$ cat config.mk
export PLATFORM = sky130hd
export DESIGN_NAME = bconv_ex_sched_flat
export DESIGN_NICKNAME = d
export VERILOG_FILES = /design/src/rtl/bconv_ex_sched_pkg.sv /design/src/rtl/bconv_ex_sched_if.sv /design/src/rtl/bconv_ex_sched_rr_arbiter.sv /design/src/rtl/bconv_ex_sched.sv /design/src/flat_wrapper.sv
export SDC_FILE = /design/constraint.sdc
export NUM_CORES = 1
export LEC_CHECK = 0
export BUFFER_PORTS_ARGS = -buffer_cell sky130_fd_sc_hd__buf_2
export CORE_AREA = 2 2 531 533
export DETAILED_ROUTE_END_ITERATION = 6
export DIE_AREA = 0 0 533 535
export PLACE_DENSITY = 0.3
export SLEW_MARGIN = 20
export SYNTH_ARGS = -nofsm -noshare
export SYNTH_HDL_FRONTEND = slang
export SYNTH_HIERARCHICAL = 1
export SYNTH_SLANG_ARGS = --single-unit
$ cat constraint.sdc
create_clock -name clk -period 21.7 [get_ports clk]
set_clock_uncertainty 0.15 [all_clocks]
set_input_delay 4.34 -clock clk [delete_from_list [all_inputs] [get_ports clk]]
set_output_delay 4.34 -clock clk [all_outputs]
set_load 0.02 [all_outputs]
$ cat src/rtl/bconv_ex_sched_pkg.sv
// Shared RNS types for the fastBConvEx scheduler and the FSM state encoding.
package bconv_ex_sched_pkg;

  localparam int unsigned RESIDUE_W     = 32;
  localparam int unsigned N_SLOTS       = 2;
  localparam int unsigned B_BASIS_LEN   = 2;
  localparam int unsigned BBa_BASIS_LEN = B_BASIS_LEN + 1;
  localparam int unsigned q_BASIS_LEN   = 3;

  typedef logic [RESIDUE_W-1:0] rns_residue_t;

  // B limbs occupy the low indices, the single Ba limb is the last one.
  typedef rns_residue_t [N_SLOTS-1:0][BBa_BASIS_LEN-1:0] bba_poly_t;
  typedef rns_residue_t [N_SLOTS-1:0][q_BASIS_LEN-1:0]   q_poly_t;

  typedef enum logic [1:0] {
    IDLE,
    LAUNCH,
    WAIT,
    RESP
  } bconv_sched_state_t;

endpackage

$ cat src/rtl/bconv_ex_sched_if.sv
// Request, datapath and response signals of the BConvEx scheduler.
interface bconv_ex_sched_if
  import bconv_ex_sched_pkg::*;
#(
  parameter int unsigned NUM_REQ = 4,
  parameter int unsigned ID_W    = $clog2(NUM_REQ)
);

  logic      [NUM_REQ-1:0] req_valid;
  logic      [NUM_REQ-1:0] req_ready;
  bba_poly_t [NUM_REQ-1:0] req_poly;

  logic                    conv_in_valid;
  bba_poly_t               conv_in_poly;
  logic                    conv_out_valid;
  q_poly_t                 conv_out_poly;

  logic                    rsp_valid;
  logic                    rsp_ready;
  logic      [ID_W-1:0]    rsp_id;
  q_poly_t                 rsp_poly;

  logic                    busy;
  logic                    err_timeout;

  modport master (
    input  req_valid, req_poly, conv_out_valid, conv_out_poly, rsp_ready,
    output req_ready, conv_in_valid, conv_in_poly, rsp_valid, rsp_id, rsp_poly,
           busy, err_timeout
  );

  modport slave (
    output req_valid, req_poly, conv_out_valid, conv_out_poly, rsp_ready,
    input  req_ready, conv_in_valid, conv_in_poly, rsp_valid, rsp_id, rsp_poly,
           busy, err_timeout
  );

endinterface

$ cat src/rtl/bconv_ex_sched_rr_arbiter.sv
// Combinational round-robin arbiter: grants the first valid requester at or after rr_ptr.
module rr_arbiter #(
  parameter int unsigned NUM_REQ = 4,
  parameter int unsigned ID_W    = $clog2(NUM_REQ)
) (
  input  logic [NUM_REQ-1:0] req_valid,
  input  logic [ID_W-1:0]    rr_ptr,
  output logic [NUM_REQ-1:0] grant,
  output logic [ID_W-1:0]    gnt_id
);

  logic [ID_W-1:0] idx;
  logic            found;

  always_comb begin
    grant  = '0;
    gnt_id = '0;
    idx    = '0;
    found  = 1'b0;
    for (int unsigned i = 0; i < NUM_REQ; i++) begin
      idx = ID_W'((32'(rr_ptr) + i) % NUM_REQ);
      if (!found && req_valid[idx]) begin
        found      = 1'b1;
        grant[idx] = 1'b1;
        gnt_id     = idx;
      end
    end
  end

endmodule

$ cat src/rtl/bconv_ex_sched.sv
// Shares one fastBConvEx B+Ba->q datapath between NUM_REQ requesters, one operation in flight,
// with round-robin arbitration, a launch/done watchdog and an id-tagged registered response.
module bconv_ex_sched
  import bconv_ex_sched_pkg::*;
#(
  parameter int unsigned NUM_REQ     = 4,
  parameter int unsigned TIMEOUT_CYC = 1024,
  parameter int unsigned ID_W        = $clog2(NUM_REQ)
) (
  input  logic             clk,
  input  logic             reset,
  bconv_ex_sched_if.master bus
);

  localparam int unsigned CNT_W = $clog2(TIMEOUT_CYC + 1);

  bconv_sched_state_t state_q, state_d;
  logic [ID_W-1:0]    rr_ptr_q, rr_ptr_d;
  logic [ID_W-1:0]    cur_id_q, cur_id_d;
  logic [ID_W-1:0]    rsp_id_q, rsp_id_d;
  logic [CNT_W-1:0]   cnt_q, cnt_d;
  logic               err_q, err_d;
  bba_poly_t          op_q, op_d;
  q_poly_t            rsp_poly_q, rsp_poly_d;

  logic [NUM_REQ-1:0] grant;
  logic [ID_W-1:0]    gnt_id;

  rr_arbiter #(
    .NUM_REQ (NUM_REQ),
    .ID_W    (ID_W)
  ) u_arb (
    .req_valid (bus.req_valid),
    .rr_ptr    (rr_ptr_q),
    .grant     (grant),
    .gnt_id    (gnt_id)
  );

  always_comb begin
    state_d    = state_q;
    rr_ptr_d   = rr_ptr_q;
    cur_id_d   = cur_id_q;
    rsp_id_d   = rsp_id_q;
    cnt_d      = cnt_q;
    err_d      = err_q;
    op_d       = op_q;
    rsp_poly_d = rsp_poly_q;
    unique case (state_q)
      IDLE: begin
        if (|grant) begin
          op_d     = bus.req_poly[gnt_id];
          cur_id_d = gnt_id;
          rr_ptr_d = (gnt_id == ID_W'(NUM_REQ - 1)) ? '0 : gnt_id + ID_W'(1);
          state_d  = LAUNCH;
        end
      end
      LAUNCH: begin
        cnt_d   = '0;
        state_d = WAIT;
      end
      WAIT: begin
        cnt_d = cnt_q + CNT_W'(1);
        // A done arriving on the expiry cycle is still a valid result.
        if (bus.conv_out_valid) begin
          rsp_poly_d = bus.conv_out_poly;
          rsp_id_d   = cur_id_q;
          state_d    = RESP;
        end else if (cnt_d == CNT_W'(TIMEOUT_CYC)) begin
          err_d      = 1'b1;
          rsp_poly_d = '0;
          rsp_id_d   = cur_id_q;
          state_d    = RESP;
        end
      end
      RESP: begin
        if (bus.rsp_ready) state_d = IDLE;
      end
      default: state_d = IDLE;
    endcase
  end

  always_ff @(posedge clk or posedge reset) begin
    if (reset) begin
      state_q    <= IDLE;
      rr_ptr_q   <= '0;
      cur_id_q   <= '0;
      rsp_id_q   <= '0;
      cnt_q      <= '0;
      err_q      <= 1'b0;
      op_q       <= '0;
      rsp_poly_q <= '0;
    end else begin
      state_q    <= state_d;
      rr_ptr_q   <= rr_ptr_d;
      cur_id_q   <= cur_id_d;
      rsp_id_q   <= rsp_id_d;
      cnt_q      <= cnt_d;
      err_q      <= err_d;
      op_q       <= op_d;
      rsp_poly_q <= rsp_poly_d;
    end
  end

  // Ready is masked during reset so no request is accepted into a state about to be cleared.
  assign bus.req_ready     = (state_q == IDLE && !reset) ? grant : '0;
  assign bus.conv_in_valid = (state_q == LAUNCH);
  assign bus.conv_in_poly  = op_q;
  assign bus.rsp_valid     = (state_q == RESP);
  assign bus.rsp_id        = rsp_id_q;
  assign bus.rsp_poly      = rsp_poly_q;
  assign bus.busy          = (state_q != IDLE);
  assign bus.err_timeout   = err_q;

endmodule

$ cat src/flat_wrapper.sv
// flat-port wrapper written by rule: the top's interface ports become plain ports
module bconv_ex_sched_flat import bconv_ex_sched_pkg::*;
#(
  parameter int unsigned NUM_REQ     = 4,
  parameter int unsigned TIMEOUT_CYC = 1024,
  parameter int unsigned ID_W        = $clog2(NUM_REQ)
)
  (clk, reset, bus_req_valid, bus_req_poly, bus_conv_out_valid, bus_conv_out_poly, bus_rsp_ready, bus_req_ready, bus_conv_in_valid, bus_conv_in_poly, bus_rsp_valid, bus_rsp_id, bus_rsp_poly, bus_busy, bus_err_timeout);
  bconv_ex_sched_if #(.NUM_REQ(NUM_REQ), .ID_W(ID_W)) bus_i ();
  input  logic clk;
  input  logic reset;
  input wire logic [$bits(bus_i.req_valid)-1:0] bus_req_valid;
  input wire logic [$bits(bus_i.req_poly)-1:0] bus_req_poly;
  input wire logic [$bits(bus_i.conv_out_valid)-1:0] bus_conv_out_valid;
  input wire logic [$bits(bus_i.conv_out_poly)-1:0] bus_conv_out_poly;
  input wire logic [$bits(bus_i.rsp_ready)-1:0] bus_rsp_ready;
  output wire logic [$bits(bus_i.req_ready)-1:0] bus_req_ready;
  output wire logic [$bits(bus_i.conv_in_valid)-1:0] bus_conv_in_valid;
  output wire logic [$bits(bus_i.conv_in_poly)-1:0] bus_conv_in_poly;
  output wire logic [$bits(bus_i.rsp_valid)-1:0] bus_rsp_valid;
  output wire logic [$bits(bus_i.rsp_id)-1:0] bus_rsp_id;
  output wire logic [$bits(bus_i.rsp_poly)-1:0] bus_rsp_poly;
  output wire logic [$bits(bus_i.busy)-1:0] bus_busy;
  output wire logic [$bits(bus_i.err_timeout)-1:0] bus_err_timeout;
  assign bus_i.req_valid = bus_req_valid;
  assign bus_i.req_poly = bus_req_poly;
  assign bus_i.conv_out_valid = bus_conv_out_valid;
  assign bus_i.conv_out_poly = bus_conv_out_poly;
  assign bus_i.rsp_ready = bus_rsp_ready;
  assign bus_req_ready = bus_i.req_ready;
  assign bus_conv_in_valid = bus_i.conv_in_valid;
  assign bus_conv_in_poly = bus_i.conv_in_poly;
  assign bus_rsp_valid = bus_i.rsp_valid;
  assign bus_rsp_id = bus_i.rsp_id;
  assign bus_rsp_poly = bus_i.rsp_poly;
  assign bus_busy = bus_i.busy;
  assign bus_err_timeout = bus_i.err_timeout;
  bconv_ex_sched #(.NUM_REQ(NUM_REQ), .TIMEOUT_CYC(TIMEOUT_CYC), .ID_W(ID_W)) u_core (.clk(clk), .reset(reset), .bus(bus_i));
endmodule
==> impl_results.rst <==
.. list-table::
   :header-rows: 1

   * - Metric
     - Value
   * - Result of the run
     - finished clean
   * - Family of cells with the greatest summed delay on the critical path
     - simple AND/OR/NAND/NOR gates
   * - Worst-margin pin slew
     - 1.26 ns
   * - Post-Synthesis Cells
     - 1242
   * - CP arrival
     - 6.26 ns
   * - Cell type with the highest occurrence count on the critical path
     - buf_2
   * - Combinational fraction of design power
     - 59.4%
   * - Number of violations reported at the end of detailed-routing iteration 0
     - 967
   * - Sequential area share after synthesis
     - 50.9%
   * - Power density relative to cell area
     - 172 nW/µm²
   * - Number of nets still failing antenna checks after routing
     - 0
   * - Layout overhead on the synthesized area
     - 66.5%
   * - I/O pin count
     - 1362
   * - Number of warning messages in the yosys log
     - 6
   * - Site Rows
     - 194
   * - Worst setup slack after layout
     - 10.95 ns
   * - Number of inserted filler cells in the final layout
     - 31900
   * - Root buffer cell
     - clkbuf_16
   * - Count of different cell masters after synthesis
     - 45
   * - Global-route wire length before repair
     - 222000 µm
   * - Placed cell area
     - 31100 µm²
   * - Share of cells above drive strength 1
     - 71.7%
   * - DRC violation count after routing
     - 0
   * - Clock net sink count
     - 404
   * - Largest incremental delay on the critical path
     - 0.64 ns
   * - Drt via density
     - 3.01
   * - Maximum number of buffers from clock root to sink
     - 3
   * - Setup violation total in the final timing report
     - 0
   * - Post-route setup TNS
     - 0 ns
   * - Leak pwr
     - 14.7 nW
   * - Number of cells upsized or downsized after cts
     - 0
   * - Fraction of power spent switching nets
     - 44.1%
   * - Post-route cell area
     - 33100 µm²
   * - Placer's final routability congestion estimate
     - 0.926
   * - Critical-path cell list
     - buf_2 > mux4_2 > nor4b_4 > a22oi_1 > o21ai_0 > and3_1 > buf_2
   * - Skew-Pair Late Insertion Delay
     - 0.70 ns
   * - Worst Path Max Fanout
     - 12
   * - Placed wire-length estimate after detailed placement
     - 155000 µm
   * - Endpoint required time on the critical path
     - 17.21 ns
   * - Final critical path time including I/O delays and setup
     - 10.75 ns
   * - Fin nets
     - 3552
   * - Post-CTS repair timing setup buffer count
     - 0
   * - Share of synthesized registers carrying an async set or reset
     - 100%
   * - Total iterations of the first detailed-routing run
     - 5
   * - RSZ-0062 raised after global routing
     - no
   * - Dpl ws
     - 10.96 ns
   * - Cell depth of the worst min-delay path
     - 1
   * - Max-slew headroom
     - 15.3%
   * - Worst setup SP type
     - input port
   * - Count of state elements after synthesis
     - 404
   * - Antenna violations before repair
     - 224
   * - Final Max Slew Viols
     - 0
   * - Category of the worst setup path capture point
     - output pin
   * - Drt total wl
     - 177000 µm
   * - Internal Pwr Total
     - 3.18 mW
   * - WP depth
     - 7
   * - Cell area after technology mapping
     - 19900 µm²
   * - Clock tree from TritonCTS
     - yes
   * - Synthesized net count
     - 2221
   * - Maximum vdd drop
     - 0.106 mV
   * - Number of enable-type register cells in the synthesized netlist
     - 0
   * - Initial Utilization
     - 7.12%
   * - Most used flip-flop cell after synthesis
     - dfrtp_1
   * - Max Clk Rate
     - 0.0930 GHz
   * - Clock H-tree levels
     - 2
   * - Total die area
     - 285000 µm²
   * - Net Switching
     - 2.51 mW
   * - Crit-path slowest cell
     - mux4_2
   * - Die boundary width
     - 533 µm
   * - Depth of the most critical reg-to-reg path
     - 11
   * - Overflow left after global routing
     - 0
   * - Vias in the first global route
     - 20100
   * - Post-Syn Area per Cell
     - 16.0 µm²
   * - TritonCTS buffer count
     - 56
   * - WL/cell
     - 27.6 µm
   * - Number of port buffers
     - 1361
   * - Total of hold buffers inserted after clock tree synthesis
     - 0
   * - Total Power
     - 5.69 mW
   * - Floorplan die height
     - 535 µm
   * - Classification of the worst-slack hold path
     - reg2reg
   * - Clk pin slew, worst setup/hold paths
     - 0.06 ns
   * - Pin count of the biggest net entering global routing
     - 83
   * - Combined global-route utilization of all metal layers
     - 11.9%
   * - Type of the worst setup path
     - in2out
   * - Sequential power share
     - 24.1%
   * - Portion of total power attributed to the clock network
     - 16.5%
   * - Post-route fraction of the period consumed by the critical path
     - 49.6%
   * - Total via count after detailed routing
     - 19300
   * - # Max-Cap Violations
     - 0
   * - Final Hold Vio Count
     - 0
   * - Core ar.
     - 279000 µm²
   * - Worst path bufs/invs
     - 2
-- power groups by stage --
stage | registers, mW | logic, mW | clock network [mW]
2_1_floorplan | 1.76 | 1.85 | 0
3_3_place_gp | 1.38 | 3.45 | 0
3_5_place_dp | 1.38 | 3.45 | 0
4_1_cts | 1.38 | 3.46 | 0.997
5_1_grt | 1.42 | 3.59 | 1.02
6_report | 1.37 | 3.38 | 0.942
-- registers in the layout, summed over array words and instances (netlist names) --
signal                   cells
u_core/bus.conv_in_poly    192
u_core/bus.err_timeout       1
u_core/bus.rsp_id            2
u_core/bus.rsp_poly        192
u_core/cnt_q                11
u_core/cur_id_q              2
u_core/rr_ptr_q              2
u_core/state_q               2
-- final cells by class --
| cell class | count | area [µm²] | area share (%) |
|---|---|---|---|
| well taps | 3724 | 4660 | 14.1 |
| repair buffers | 1387 | 7010 | 21.2 |
| clock inverters | 15 | 146 | 0.443 |
| flip-flops and latches | 404 | 10100 | 30.6 |
| multi-input cells | 708 | 9220 | 27.9 |
| diodes | 79 | 198 | 0.598 |
| inverters | 16 | 67.6 | 0.204 |
| clock buffers | 88 | 1660 | 5.02 |
-- cell usage in the layout (no fill, tap or decap), types with 3 or more instances in the layout --
cell type and n:
buf_2 1361, ha_1 11, o21ai_0 16, nor2b_1 5, o22ai_1 5, mux2_2 195, clkbuf_16 56, inv_1 15
nand2b_1 3, clkinv_2 10, nand3_1 9, buf_4 26, mux4_2 196, nor2_1 9, clkbuf_1 18, dfrtp_1 404
diode_2 79, nand2_1 13, a22oi_1 8, a22o_1 192, and3_1 5, mux2_1 3, mux2i_1 5, a21oi_1 3
clkbuf_8 14
-- layer usage --
layer | routed length, µm | up-vias | global-route usage [%] | share of wire (%)
li1 | - | 7782 | - | -
met1 | 63200 | 9603 | 12.7 | 36
met2 | 90400 | 1452 | 21.4 | 51
met3 | 17500 | 414 | 4.76 | 9.9
met4 | 5600 | 60 | 3.61 | 3.2
met5 | 381 | - | 0 | 0.22
-- through the flow --
| step | instances | util (%) | hold slack, ns |
|---|---|---|---|
| after floorplan | 1242 | - | 0.302 |
| after global placement | 6239 | 11.1 | 0.296 |
| after detailed placement | 6239 | 11.1 | 0.312 |
| after CTS | 6342 | 11.8 | 0.335 |
| after global routing | 6380 | 11.8 | 0.350 |
| final | 6421 | 11.9 | 0.332 |
-- synth_stat cells (all sizes together), types with 2 or more instances --
cell    number  area [µm²]
mux2       198        2230
a22o       193        1690
nor3b        2        15.0
mux4       196        4410
nand2       13        48.8
nand3       10        55.1
buf         62         319
o31ai        3        22.5
nor2b        5        31.3
clkbuf      52         195
a22oi        8        60.1
and3         7        53.8
inv         16        60.1
nand2b       4        25.0
o22ai        5        31.3
mux2i        5        50.1
o21ai       18        93.8
dfrtp      404       10100
a21o         2        15.0
a21oi        3        15.0
ha          11         138
nor2         9        33.8
-- cell families (layout without fill, tap and decap cells) --
family / after synthesis / in the layout / synth area share, %
other: 0 / 79 / 0
buffers and inverters: 130 / 1506 / 2.89
multiplexers: 399 / 399 / 33.7
AO/OA/AOI/OAI: 241 / 241 / 10.2
flip-flops: 404 / 404 / 50.9
adder cells (fa/ha/maj): 11 / 11 / 0.693
XOR/XNOR: 1 / 1 / 0.0441
AND/OR/NAND/NOR: 56 / 56 / 1.63
-- path summary, 6_finish.rpt --
path                                        startpoint                            to  slack [ns]
worst max-delay path                  bus_req_valid[3]              bus_req_ready[3]       10.95
worst min-delay path            u_core/bus.err_timeout        u_core/bus.err_timeout        0.33
worst max register to register      u_core/rr_ptr_q[0]  u_core/bus.conv_in_poly[123]       15.56
worst min register to register  u_core/bus.err_timeout        u_core/bus.err_timeout        0.33
max in group asynchronous                        reset   u_core/bus.conv_in_poly[97]       14.96
min in group asynchronous                        reset       u_core/bus.rsp_poly[72]        3.56
(Power assumes the default switching activity.)
